===== src/rtl/ysyx_23060203_ifu_pkg.sv =====
// ---------------------------------------------------------------------------
// ysyx_23060203_ifu_pkg
// Shared types and constants for the fetch unit with the decoupling queue.
//   fq_entry_t   : one queued instruction {pc, inst, pnpc}
//   perf_t       : one-cycle perf event strobes exported by the IFU
//   PRED_*       : prediction mode selectors
//   OP_*         : opcode[6:2] values recognised by the static predictor
//   imm_b/imm_j  : RV32 B/J immediate decoders
//   predict_pnpc : predicted next PC for a fetched word
// ---------------------------------------------------------------------------
package ysyx_23060203_ifu_pkg;

    localparam int PRED_NONE   = 0;
    localparam int PRED_STATIC = 1;

    localparam logic [4:0] OP_BRANCH = 5'b11000;
    localparam logic [4:0] OP_JAL    = 5'b11011;

    typedef struct packed {
        logic [31:0] pc;
        logic [31:0] inst;
        logic [31:0] pnpc;
    } fq_entry_t;

    typedef struct packed {
        logic ifu_hold;    // head entry is being offered to IDU
        logic ifu_wait;    // nothing to offer to IDU
        logic fetch_hold;  // ICache delivered data this cycle
        logic fetch_wait;  // ICache refill in progress
        logic ifu_inst;    // an instruction left the queue
        logic fq_full;     // queue occupancy is at DEPTH
    } perf_t;

    function automatic logic [31:0] imm_b(input logic [31:0] inst);
        return {{20{inst[31]}}, inst[7], inst[30:25], inst[11:8], 1'b0};
    endfunction

    function automatic logic [31:0] imm_j(input logic [31:0] inst);
        return {{12{inst[31]}}, inst[19:12], inst[20], inst[30:21], 1'b0};
    endfunction

    // Static prediction: backward conditional branches and JAL are taken,
    // everything else falls through. PRED_NONE always falls through.
    function automatic logic [31:0] predict_pnpc(input logic [31:0] pc,
                                                 input logic [31:0] inst,
                                                 input int          mode);
        logic [31:0] pnpc;
        pnpc = pc + 32'd4;
        if (mode == PRED_STATIC) begin
            if ((inst[6:2] == OP_BRANCH) && inst[31]) begin
                pnpc = pc + imm_b(inst);
            end else if (inst[6:2] == OP_JAL) begin
                pnpc = pc + imm_j(inst);
            end
        end
        return pnpc;
    endfunction

endpackage


===== src/rtl/ysyx_23060203_ifu_fq_if.sv =====
// ---------------------------------------------------------------------------
// ysyx_23060203_ifu_fq_if
// Bundles the two IFU-facing channels:
//   ICache lookup : fetch_addr (IFU->cache), fetch_hit / fetch_inst (cache->IFU)
//   IDU output    : out_valid / out_pc / out_inst / out_pnpc (IFU->IDU),
//                   out_ready (IDU->IFU)
//   perf          : event strobes from the IFU
// Handshake: an entry transfers to IDU in a cycle where out_valid and
// out_ready are both high; out_valid never depends on out_ready, and the
// out_* payload is stable while out_valid is high and out_ready is low.
// On the cache side fetch_addr stays stable while fetch_hit is low.
// Modports: master = IFU side, slave = ICache/IDU environment side.
// ---------------------------------------------------------------------------
interface ysyx_23060203_ifu_fq_if;
    import ysyx_23060203_ifu_pkg::*;

    logic [31:0] fetch_addr;
    logic        fetch_hit;
    logic [31:0] fetch_inst;

    logic        out_valid;
    logic        out_ready;
    logic [31:0] out_pc;
    logic [31:0] out_inst;
    logic [31:0] out_pnpc;

    perf_t       perf;

    modport master (
        output fetch_addr,
        input  fetch_hit,
        input  fetch_inst,
        output out_valid,
        input  out_ready,
        output out_pc,
        output out_inst,
        output out_pnpc,
        output perf
    );

    modport slave (
        input  fetch_addr,
        output fetch_hit,
        output fetch_inst,
        input  out_valid,
        output out_ready,
        input  out_pc,
        input  out_inst,
        input  out_pnpc,
        input  perf
    );

endinterface


===== src/rtl/ysyx_23060203_ifu_queue.sv =====
// ---------------------------------------------------------------------------
// ysyx_23060203_ifu_queue
// Synchronous FIFO of fq_entry_t with DEPTH entries (power of two, >= 2).
//   clock, reset : clock and synchronous active-high reset
//   push         : write push_data at the tail (accepted when not full or
//                  when a pop happens in the same cycle)
//   pop          : drop the head entry (ignored when empty)
//   flush        : empty the queue on the next edge; wins over push/pop
//   full, empty  : occupancy flags
//   count        : occupancy, 0..DEPTH
//   head         : head entry, combinational from the storage array
// Entry storage is not reset; only pointers and count are.
// ---------------------------------------------------------------------------
module ysyx_23060203_ifu_queue
    import ysyx_23060203_ifu_pkg::*;
#(
    parameter  int DEPTH = 4,
    localparam int PW    = $clog2(DEPTH),
    localparam int CW    = $clog2(DEPTH + 1)
) (
    input  logic          clock,
    input  logic          reset,
    input  logic          push,
    input  fq_entry_t     push_data,
    input  logic          pop,
    input  logic          flush,
    output logic          full,
    output logic          empty,
    output logic [CW-1:0] count,
    output fq_entry_t     head
);

    fq_entry_t     mem_q [DEPTH];
    logic [PW-1:0] wr_ptr_q, wr_ptr_d;
    logic [PW-1:0] rd_ptr_q, rd_ptr_d;
    logic [CW-1:0] count_q,  count_d;
    logic          push_ok;
    logic          pop_ok;

    assign full    = (count_q == CW'(DEPTH));
    assign empty   = (count_q == '0);
    assign count   = count_q;
    assign head    = mem_q[rd_ptr_q];

    // A push into a full queue is only legal when the head leaves in the
    // same cycle; popping an empty queue is a no-op.
    assign push_ok = push & (~full | pop_ok);
    assign pop_ok  = pop & ~empty;

    always_comb begin
        wr_ptr_d = wr_ptr_q;
        rd_ptr_d = rd_ptr_q;
        count_d  = count_q;
        if (flush) begin
            wr_ptr_d = '0;
            rd_ptr_d = '0;
            count_d  = '0;
        end else begin
            // Pointers are exactly PW bits wide, so they wrap modulo DEPTH.
            if (push_ok) wr_ptr_d = wr_ptr_q + PW'(1);
            if (pop_ok)  rd_ptr_d = rd_ptr_q + PW'(1);
            case ({push_ok, pop_ok})
                2'b10:   count_d = count_q + CW'(1);
                2'b01:   count_d = count_q - CW'(1);
                default: count_d = count_q;
            endcase
        end
    end

    always_ff @(posedge clock) begin
        if (reset) begin
            wr_ptr_q <= '0;
            rd_ptr_q <= '0;
            count_q  <= '0;
        end else begin
            wr_ptr_q <= wr_ptr_d;
            rd_ptr_q <= rd_ptr_d;
            count_q  <= count_d;
        end
    end

    always_ff @(posedge clock) begin
        if (push_ok && !flush) begin
            mem_q[wr_ptr_q] <= push_data;
        end
    end

endmodule


===== src/rtl/ysyx_23060203_ifu_fq.sv =====
// ---------------------------------------------------------------------------
// ysyx_23060203_ifu_fq
// Instruction fetch unit decoupled from decode by a DEPTH-entry queue.
// Every queued instruction carries its predicted next PC so EXU can detect
// mispredicts.
//   clock, reset        : clock and synchronous active-high reset
//   bus (master)        : ICache lookup channel, IDU output channel, perf
//   jump_flush/jump_dnpc: EXU redirect
//   cs_flush/cs_dnpc    : trap/mret redirect, wins over jump_flush
//   fq_count            : queue occupancy (debug/perf)
// A redirect that arrives while the cache is refilling is remembered in
// flush_r/dnpc_r: fetch_addr must stay stable until the hit, and that hit
// (which belongs to the stale address) is thrown away.
// ---------------------------------------------------------------------------
module ysyx_23060203_ifu_fq
    import ysyx_23060203_ifu_pkg::*;
#(
    parameter logic [31:0] RESET_PC  = 32'h8000_0000,
    parameter int          DEPTH     = 4,
    parameter int          PRED_MODE = PRED_STATIC
) (
    input  logic                         clock,
    input  logic                         reset,
    ysyx_23060203_ifu_fq_if.master       bus,
    input  logic                         jump_flush,
    input  logic [31:0]                  jump_dnpc,
    input  logic                         cs_flush,
    input  logic [31:0]                  cs_dnpc,
    output logic [$clog2(DEPTH+1)-1:0]   fq_count
);

    logic [31:0] fetch_addr_q, fetch_addr_d;
    logic        flush_r_q,    flush_r_d;
    logic [31:0] dnpc_r_q,     dnpc_r_d;

    logic        flush;
    logic        flush_w;
    logic [31:0] dnpc;
    logic [31:0] pnpc;
    logic        enq;
    logic        deq;
    logic        out_valid;
    logic        fq_full;
    logic        fq_empty;
    fq_entry_t   enq_entry;
    fq_entry_t   head;
    perf_t       perf;

    // ---------------- redirect and prediction ----------------
    assign flush   = cs_flush | jump_flush;
    assign dnpc    = cs_flush ? cs_dnpc : jump_dnpc;
    assign flush_w = flush | flush_r_q;
    assign pnpc    = predict_pnpc(fetch_addr_q, bus.fetch_inst, PRED_MODE);

    // ---------------- queue handshake ----------------
    // out_valid is masked by a same-cycle flush, so deq and flush never
    // coincide; enq is blocked by any live or pending redirect.
    assign out_valid = ~fq_empty & ~flush;
    assign deq       = out_valid & bus.out_ready;
    assign enq       = bus.fetch_hit & ~flush_w & (~fq_full | deq);

    assign enq_entry = '{pc: fetch_addr_q, inst: bus.fetch_inst, pnpc: pnpc};

    ysyx_23060203_ifu_queue #(
        .DEPTH (DEPTH)
    ) u_queue (
        .clock     (clock),
        .reset     (reset),
        .push      (enq),
        .push_data (enq_entry),
        .pop       (deq),
        .flush     (flush),
        .full      (fq_full),
        .empty     (fq_empty),
        .count     (fq_count),
        .head      (head)
    );

    // ---------------- fetch address / pending redirect ----------------
    always_comb begin
        fetch_addr_d = fetch_addr_q;
        if (!bus.fetch_hit) begin
            fetch_addr_d = fetch_addr_q;   // refill in progress: hold
        end else if (flush) begin
            fetch_addr_d = dnpc;
        end else if (flush_r_q) begin
            fetch_addr_d = dnpc_r_q;       // completing hit is discarded
        end else if (enq) begin
            fetch_addr_d = pnpc;
        end

        flush_r_d = flush_w & ~bus.fetch_hit;
        dnpc_r_d  = flush ? dnpc : dnpc_r_q;
    end

    always_ff @(posedge clock) begin
        if (reset) begin
            fetch_addr_q <= RESET_PC;
            flush_r_q    <= 1'b0;
            dnpc_r_q     <= RESET_PC;
        end else begin
            fetch_addr_q <= fetch_addr_d;
            flush_r_q    <= flush_r_d;
            dnpc_r_q     <= dnpc_r_d;
        end
    end

    // ---------------- perf strobes ----------------
    always_comb begin
        perf = '0;
        if (!reset) begin
            perf.ifu_hold   = out_valid;
            perf.ifu_wait   = ~out_valid;
            perf.fetch_hold = bus.fetch_hit;
            perf.fetch_wait = ~bus.fetch_hit;
            perf.ifu_inst   = deq;
            perf.fq_full    = fq_full;
        end
    end

    // ---------------- outputs ----------------
    assign bus.fetch_addr = fetch_addr_q;
    assign bus.out_valid  = out_valid;
    assign bus.out_pc     = head.pc;
    assign bus.out_inst   = head.inst;
    assign bus.out_pnpc   = head.pnpc;
    assign bus.perf       = perf;

endmodule


===== src/flat_wrapper.sv =====
// flat-port wrapper written by rule: the top's interface ports become plain ports
module ysyx_23060203_ifu_fq_flat import ysyx_23060203_ifu_pkg::*;
#(
    parameter logic [31:0] RESET_PC  = 32'h8000_0000,
    parameter int          DEPTH     = 4,
    parameter int          PRED_MODE = PRED_STATIC
)
  (clock, reset, jump_flush, jump_dnpc, cs_flush, cs_dnpc, fq_count, bus_fetch_addr, bus_fetch_hit, bus_fetch_inst, bus_out_valid, bus_out_ready, bus_out_pc, bus_out_inst, bus_out_pnpc, bus_perf);
  ysyx_23060203_ifu_fq_if bus_i ();
  input  logic clock;
  input  logic reset;
  input  logic jump_flush;
  input  logic [31:0] jump_dnpc;
  input  logic cs_flush;
  input  logic [31:0] cs_dnpc;
  output logic [$clog2(DEPTH+1)-1:0] fq_count;
  output wire logic [$bits(bus_i.fetch_addr)-1:0] bus_fetch_addr;
  input wire logic [$bits(bus_i.fetch_hit)-1:0] bus_fetch_hit;
  input wire logic [$bits(bus_i.fetch_inst)-1:0] bus_fetch_inst;
  output wire logic [$bits(bus_i.out_valid)-1:0] bus_out_valid;
  input wire logic [$bits(bus_i.out_ready)-1:0] bus_out_ready;
  output wire logic [$bits(bus_i.out_pc)-1:0] bus_out_pc;
  output wire logic [$bits(bus_i.out_inst)-1:0] bus_out_inst;
  output wire logic [$bits(bus_i.out_pnpc)-1:0] bus_out_pnpc;
  output wire logic [$bits(bus_i.perf)-1:0] bus_perf;
  assign bus_fetch_addr = bus_i.fetch_addr;
  assign bus_i.fetch_hit = bus_fetch_hit;
  assign bus_i.fetch_inst = bus_fetch_inst;
  assign bus_out_valid = bus_i.out_valid;
  assign bus_i.out_ready = bus_out_ready;
  assign bus_out_pc = bus_i.out_pc;
  assign bus_out_inst = bus_i.out_inst;
  assign bus_out_pnpc = bus_i.out_pnpc;
  assign bus_perf = bus_i.perf;
  ysyx_23060203_ifu_fq #(.RESET_PC(RESET_PC), .DEPTH(DEPTH), .PRED_MODE(PRED_MODE)) u_core (.clock(clock), .reset(reset), .bus(bus_i), .jump_flush(jump_flush), .jump_dnpc(jump_dnpc), .cs_flush(cs_flush), .cs_dnpc(cs_dnpc), .fq_count(fq_count));
endmodule

===== config.mk =====
export PLATFORM = sky130hd
export DESIGN_NAME = ysyx_23060203_ifu_fq_flat
export DESIGN_NICKNAME = d
export VERILOG_FILES = /design/src/rtl/ysyx_23060203_ifu_pkg.sv /design/src/rtl/ysyx_23060203_ifu_fq_if.sv /design/src/rtl/ysyx_23060203_ifu_queue.sv /design/src/rtl/ysyx_23060203_ifu_fq.sv /design/src/flat_wrapper.sv
export SDC_FILE = /design/constraint.sdc
export NUM_CORES = 1
export LEC_CHECK = 0
export CAP_MARGIN = 20
export CORE_MARGIN = 2
export CORE_UTILIZATION = 45
export DETAILED_ROUTE_END_ITERATION = 8
export DONT_BUFFER_PORTS = 1
export PLACE_DENSITY_LB_ADDON = 0.05
export SKIP_CTS_REPAIR_TIMING = 1
export SLEW_MARGIN = 40
export SYNTH_ARGS = -nofsm -noshare
export SYNTH_HDL_FRONTEND = slang
export SYNTH_HIERARCHICAL = 1
export SYNTH_SLANG_ARGS = --single-unit

===== constraint.sdc =====
create_clock -name clock -period 10.86 [get_ports clock]
set_clock_uncertainty 0.1 [all_clocks]
set_input_delay 0.543 -clock clock [delete_from_list [all_inputs] [get_ports clock]]
set_output_delay 0.543 -clock clock [all_outputs]
set_load 0.01 [all_outputs]

==> results.sh, run 1 <==
export IMPL_run_status="finished clean"
export IMPL_die_h_um=224
export IMPL_path_class="in -> reg"
export IMPL_cts_buffers=49
export IMPL_crit_path_start_kind="input pin"
export IMPL_cts_path_max_buffers=3
export IMPL_final_setup_worst_slack_ps=5950
export IMPL_ys_ff_latch=458
export IMPL_core_sq_um=47800
export IMPL_synth_area_per_cell_sq_um=13.4
export IMPL_grt_util_all_layers_pct=24.1
export IMPL_synthDistinctLibCells=90
export IMPL_hold_class="in -> reg"
export IMPL_ant_nets=0
export IMPL_fin_area_sq_um=24500
export IMPL_yosys_top_cells_area="edfxtp_1 (53%), mux4_2 (9.9%), dfxtp_1 (6.8%)"
export IMPL_slew_headroom_pct=42.7
export IMPL_insertion_delay_ps=580
export IMPL_synth_async_reset_ratio_pct=0
export IMPL_cp_arrival_ps=5000
export IMPL_grt_first_pass_wirelength_um=89500
export IMPL_leakage_uw=0.00819
export IMPL_hpwl_um=41200
export IMPL_critPathMaxFanout=59
export IMPL_netlist_area_leader_share_pct=52.8
export IMPL_n_antenna_cell=0
export IMPL_clkTransAtPathRegs_ps=60
export IMPL_placed_area_sq_um=22400
export IMPL_grt_overflow=0
export IMPL_io_pins=240
export IMPL_synthCells=1629
export IMPL_setup_tns_ps=0
export IMPL_syn_area_sq_um=21800
export IMPL_start_util_pct=45.6
export IMPL_layout_drive_gt1_share_pct=14.4
export IMPL_fill_cells=4099
export IMPL_post_route_period_util_pct=45.2
export IMPL_synth_top_area_cell="edfxtp_1"
export IMPL_hold_viol=0
export IMPL_drv_slew=0
export IMPL_drc=0
export IMPL_grt_max_degree=67
export IMPL_syn_nets=1783
export IMPL_h_tree_depth=2
export IMPL_clock_sinks=458
export IMPL_min_period_ps=4910
export IMPL_worstPathRequired_ps=10950
export IMPL_rsz0062_at_grt="false"
export IMPL_synth_ff_type="edfxtp_1"
export IMPL_worst_slew_pin_slew_ps=860
export IMPL_fin_nets=1813
export IMPL_rows=80
export IMPL_routedWlPerCell_um=26.9
export IMPL_gp_congestion=0.894
export IMPL_drt_pass1_iter_count=5
export IMPL_power_density_nw_per_um2=163
export IMPL_antenna_found_initial=2
export IMPL_synth_edf_count=384
export IMPL_first_global_vias=13498
export IMPL_place_ws_ps=5210
export IMPL_holdWs_ps=15.5
export IMPL_io_buffers=0
export IMPL_syn_to_final_growth_pct=12.2
export IMPL_ys_seq_area_share_pct=59.6
export IMPL_drtIter0Drc=1120
export IMPL_die_area_sq_um=50300
export IMPL_layout_common_cells="edfxtp_1 (384), a21oi_1 (124), nand2_1 (112), nor2_1 (99), mux4_2 (96)"
export IMPL_wl_um=62200
export IMPL_max_freq_mhz=204
export IMPL_dieWidth_um=224
export IMPL_max_cap_viol_count=0
export IMPL_final_common_cell="edfxtp_1"
export IMPL_final_setup_viol_count=0
export IMPL_endpoint_kind="register"
export IMPL_peakVddDrop_v=0.0000990
export IMPL_dp_cells=2181
export IMPL_synth_warnings=6
export IMPL_tritoncts="done"
export IMPL_route_vias_total=14241
export IMPL_root_buffer="clkbuf_16"
export IMPL_fin_cells=2315
export IMPL_via_per_inst=6.15
-- final cells by class --
cell class              instances  area (sq um)  share of cell area, %
flip-flops and latches        458         13000                   53.1
multi-input cells            1048          8300                   33.9
clock buffers                  69          1360                   5.53
well taps                     615           769                   3.14
repair buffers                 71           694                   2.83
clock inverters                23           239                  0.975
inverters                      31           116                  0.475
-- metrics by stage --
| stage | total power, uW | util (%) |
|---|---|---|
| finish | 4000 | 51.2 |
| global route | 4150 | 51.2 |
| CTS | 4010 | 50.2 |
| global placement | 2350 | 46.8 |
| floorplan | 2240 | - |
| detailed placement | 2350 | 46.9 |
-- sequential cells by signal (all words and copies together), names as in the netlist, named ones only --
register	cells
u_core/u_queue/mem_q	384
u_core/dnpc_r_q	32
u_core/u_queue/count	3
u_core/flush_r_q	1
u_core/bus.fetch_addr	32
u_core/u_queue/wr_ptr_q	2
u_core/u_queue/rd_ptr_q	2
-- kinds of logic (layout without fill, tap and decap cells) --
group / after synthesis / count (layout) / synth area share [%]
DFF: 458 / 458 / 59.6
and+or+nand+nor: 427 / 427 / 9.74
AOI/OAI and AO/OA: 415 / 415 / 12.6
buffers and inverters: 123 / 194 / 2.61
muxes: 113 / 113 / 10.7
adders and majority gates: 52 / 52 / 3.08
xor gates and xnor gates: 41 / 41 / 1.64
-- critical path, stage by stage --
cell,delay [ps]
nor2_4,510
clkinv_1,620
nor2_1,460
and2_1,300
nand2b_1,180
o21ai_2,230
nor2_1,360
o41ai_4,240
nor3b_2,210
buf_4,610
buf_6,530
-- path summary, 6_finish.rpt --
| check | from | to | slack [ps] | depth (start not counted) |
|---|---|---|---|---|
| setup / recovery | cs_flush | u_core/u_queue/mem_q[2][52] | 5950 | 11 |
| hold / removal | cs_dnpc[27] | u_core/dnpc_r_q[27] | 20 | 2 |
| setup reg to reg | u_core/u_queue/count[1] | u_core/u_queue/mem_q[2][52] | 6540 | 10 |
| hold reg to reg | u_core/dnpc_r_q[2] | u_core/dnpc_r_q[2] | 350 | 2 |
-- cells in the mapped netlist, types with 8 or more instances --
library cell / number
nand2b_1: 29
nor2_1: 99
o21ai_0: 64
nand4_1: 12
a211oi_1: 25
buf_2: 23
and3_1: 23
a31oi_1: 24
inv_1: 29
mux2i_1: 16
nand3_1: 40
buf_1: 10
clkbuf_1: 51
or3_1: 8
nor2b_1: 8
a21oi_1: 126
ha_1: 49
dfxtp_1: 74
o31ai_1: 10
a21o_1: 27
edfxtp_1: 384
xnor2_1: 14
o211ai_1: 21
mux4_2: 96
nand2_1: 113
xor2_1: 27
nor4_1: 8
and2_1: 23
nor3_1: 29
o21a_1: 16
-- per-layer routing --
metal	global-route usage (%)	vias to the layer above	wire length (um)
met5	0	-	0
met4	6.58	0	1360
met3	5.02	67	3850
met2	37.8	502	29000
met1	34.4	7190	28000
li1	-	6482	-
-- power breakdown --
group | total [uW] | internal (uW) | switching [uW]
Sequential | 1980 | 1940 | 43.1
Clock | 1660 | 989 | 667
Combinational | 364 | 127 | 237
Power figures use the tool's default switching activity.
==> run 2, diff against run 1 <==
ABC_AREA = 1   (was default)
clock period = 4 ns   (was 10.86 ns; I/O delays follow)
==> results.sh, run 2 <==
export IMPL_fin_area_sq_um=26300
export IMPL_drc=0
export IMPL_syn_to_final_growth_pct=15.1
export IMPL_holdWs_ps=-36.6
export IMPL_crit_slowest_cell="dlygate4sd3_1"
export IMPL_post_route_period_util_pct=85.2
export IMPL_h_tree_depth=2
export IMPL_min_to="u_core/bus.fetch_addr[17]"
export IMPL_ys_ff_latch=458
export IMPL_grt_first_pass_wirelength_um=108000
export IMPL_io_pins=240
export IMPL_max_freq_mhz=293
export IMPL_max_cap_viol_count=0
export IMPL_layout_common_cells="nand2_1 (479), nor2_1 (393), edfxtp_1 (384), inv_1 (191), o21ai_0 (176)"
export IMPL_grt_overflow=0
export IMPL_antenna_found_initial=6
export IMPL_clock_sinks=458
export IMPL_routedWlPerCell_um=22.8
export IMPL_layout_drive_gt1_share_pct=7.43
export IMPL_synth_edf_count=384
export IMPL_critPathMaxFanout=22
export IMPL_rsz0062_at_grt="false"
export IMPL_endpoint_kind="register"
export IMPL_synthCells=2488
export IMPL_failed_checks="negative hold slack"
export IMPL_hold_viol=6
export IMPL_ant_nets=0
export IMPL_worstPathRequired_ps=4150
export IMPL_synth_top_area_cell="edfxtp_1"
export IMPL_core_sq_um=50200
export IMPL_r2r_cells=11
export IMPL_route_vias_total=18595
export IMPL_run_status="finished with violations"
export IMPL_post_synth_top_count_cell="nand2_1"
export IMPL_grt_max_degree=193
export IMPL_via_per_inst=5.64
export IMPL_fill_cells=4643
export IMPL_root_buffer="clkbuf_16"
export IMPL_min_period_ps=3410
export IMPL_synth_common_cells="nand2_1 (479), nor2_1 (397), edfxtp_1 (384), inv_1 (193), o21ai_0 (176)"
export IMPL_fin_nets=2741
export IMPL_power_density_nw_per_um2=428
export IMPL_synthDistinctLibCells=50
export IMPL_tritoncts="done"
export IMPL_peakVddDrop_v=0.000342
export IMPL_regMostFlops="u_core/u_queue/mem_q"
export IMPL_cp_arrival_ps=3560
export IMPL_cts_path_max_buffers=3
export IMPL_slew_headroom_pct=31.0
export IMPL_crit_chain="dlygate4sd3_1 > nor2_8 > inv_2 > nor2_4 > nand2_1 > inv_1 > o21ai_1 > nor2_1 > nand3b_1 > nor2_4 > buf_4"
export IMPL_hpwl_um=50500
export IMPL_die_area_sq_um=52600
export IMPL_hold_class="in -> reg"
export IMPL_rrSetupSlack_ps=630
export IMPL_grt_util_all_layers_pct=27.1
export IMPL_crit_path_start_kind="input pin"
export IMPL_cp_common_cell="nor2_4"
export IMPL_yosys_top_cells_area="edfxtp_1 (50%), nand2_1 (7.9%), nor2_1 (6.5%)"
export IMPL_die_h_um=229
export IMPL_worst_slew_pin_slew_ps=1030
export IMPL_leakage_uw=0.0103
export IMPL_final_common_cell="nand2_1"
export IMPL_critPathTopFamily="simple AND/OR/NAND/NOR gates"
export IMPL_synth_warnings=6
export IMPL_drtIter0Drc=1650
export IMPL_timing_rr_start="u_core/u_queue/count[1]"
export IMPL_io_buffers=0
export IMPL_path_class="in -> reg"
export IMPL_insertion_delay_ps=580
export IMPL_dieWidth_um=229
export IMPL_syn_nets=2642
export IMPL_wl_um=75100
export IMPL_min_path_cells=4
export IMPL_setup_tns_ps=0
export IMPL_syn_area_sq_um=22900
export IMPL_synth_async_reset_ratio_pct=0
export IMPL_synth_ff_type="edfxtp_1"
export IMPL_ys_seq_area_share_pct=56.9
export IMPL_cts_buffers=48
export IMPL_drv_slew=0
export IMPL_first_global_vias=16924
export IMPL_netlist_area_leader_share_pct=50.5
export IMPL_drt_pass1_iter_count=6
export IMPL_critPathMaxStageDelay_ps=910
export IMPL_rows=82
export IMPL_synth_area_per_cell_sq_um=9.18
export IMPL_worstHoldStart="jump_dnpc[17]"
export IMPL_clkTransAtPathRegs_ps=60
export IMPL_largest_reg_flops=384
export IMPL_critPathBufInv=4
export IMPL_placed_area_sq_um=23600
export IMPL_gp_congestion=0.945
export IMPL_timing_rr_end="u_core/u_queue/mem_q[1][24]"
export IMPL_start_util_pct=45.5
export IMPL_final_setup_viol_count=0
-- run 2: changes by cell type in the layout (fill, tap and decap cells not counted), sizes merged, moves of 85 or more --
cell,change
nand2,+377
nor2,+309
o21ai,+215
inv,+182
mux4,-96
o22ai,+96
nand3,+85
-- run 2: cells by family after synthesis --
kind of cell / share of synthesized area (%)
adders and majority gates: 2.95
buffers and inverters: 6.36
xor gates and xnor gates: 1.11
AOI/OAI and AO/OA: 12.7
DFF: 56.9
and+or+nand+nor: 20.0
-- run 2: worst register-to-register path, cell delays in order, from the launching register on --
cell and delay, ps:
dfxtp_1 450, nor2_1 110, nand2_1 140, inv_1 100, nor2_4 170, nand2_1 110
inv_1 140, o21ai_1 100, nor2_1 290, nand3b_1 370, nor2_4 530, buf_4 410
-- run 2: through the flow --
stage	total power, uW	util [%]	setup WS (ps)	std cells	hold WS, ps
after floorplan	6300	-	-606	2488	177
after global placement	6760	47.0	778	3101	176
after detailed placement	6770	47.1	698	3101	181
after CTS	11200	50.2	673	3187	-449
after global routing	11700	52.4	325	3295	8.70
final	11300	52.4	593	3297	-36.6
-- run 2: final cells by class --
type	count	area (sq um)	share of cell area (%)
antenna	2	5.00	0.0190
clock buffer	55	1270	4.83
clock inverter	31	294	1.12
inverter	212	805	3.06
multi-input combinational	1710	8460	32.2
sequential	458	13000	49.5
tap	672	841	3.20
timing repair buffer	157	1600	6.09
-- run 2: worst max-delay path by stage --
stage                             from                     endpoint  slack (ps)  depth (start not counted)
3_5_place_dp   u_core/u_queue/count[1]  u_core/u_queue/mem_q[1][24]         700                         11
6_report                      cs_flush  u_core/u_queue/mem_q[1][24]         590                         11
3_3_place_gp   u_core/u_queue/count[1]  u_core/u_queue/mem_q[1][24]         780                         11
5_1_grt                       cs_flush  u_core/u_queue/mem_q[1][26]         330                         11
2_1_floorplan  u_core/u_queue/count[1]   u_core/u_queue/mem_q[0][0]        -610                         10
4_1_cts        u_core/u_queue/count[1]  u_core/u_queue/mem_q[1][24]         670                         11
-- run 2: per-layer routing --
layer	track usage, %	vias to the layer above	part of all wire [%]
met5	0	-	0.053
met4	6.59	6	2.2
met2	44.2	747	47
met3	4.64	98	7.7
li1	-	8754	-
met1	37.8	8990	43
-- run 2: power by group --
group / leakage (uW) / switching, uW / total [uW] / internal, uW
Sequential: 0.00409 / 105 / 5380 / 5280
Combinational: 0.00544 / 990 / 1450 / 460
Clock: 0.000765 / 1820 / 4420 / 2600
Total: 0.0103 / 2920 / 11300 / 8330
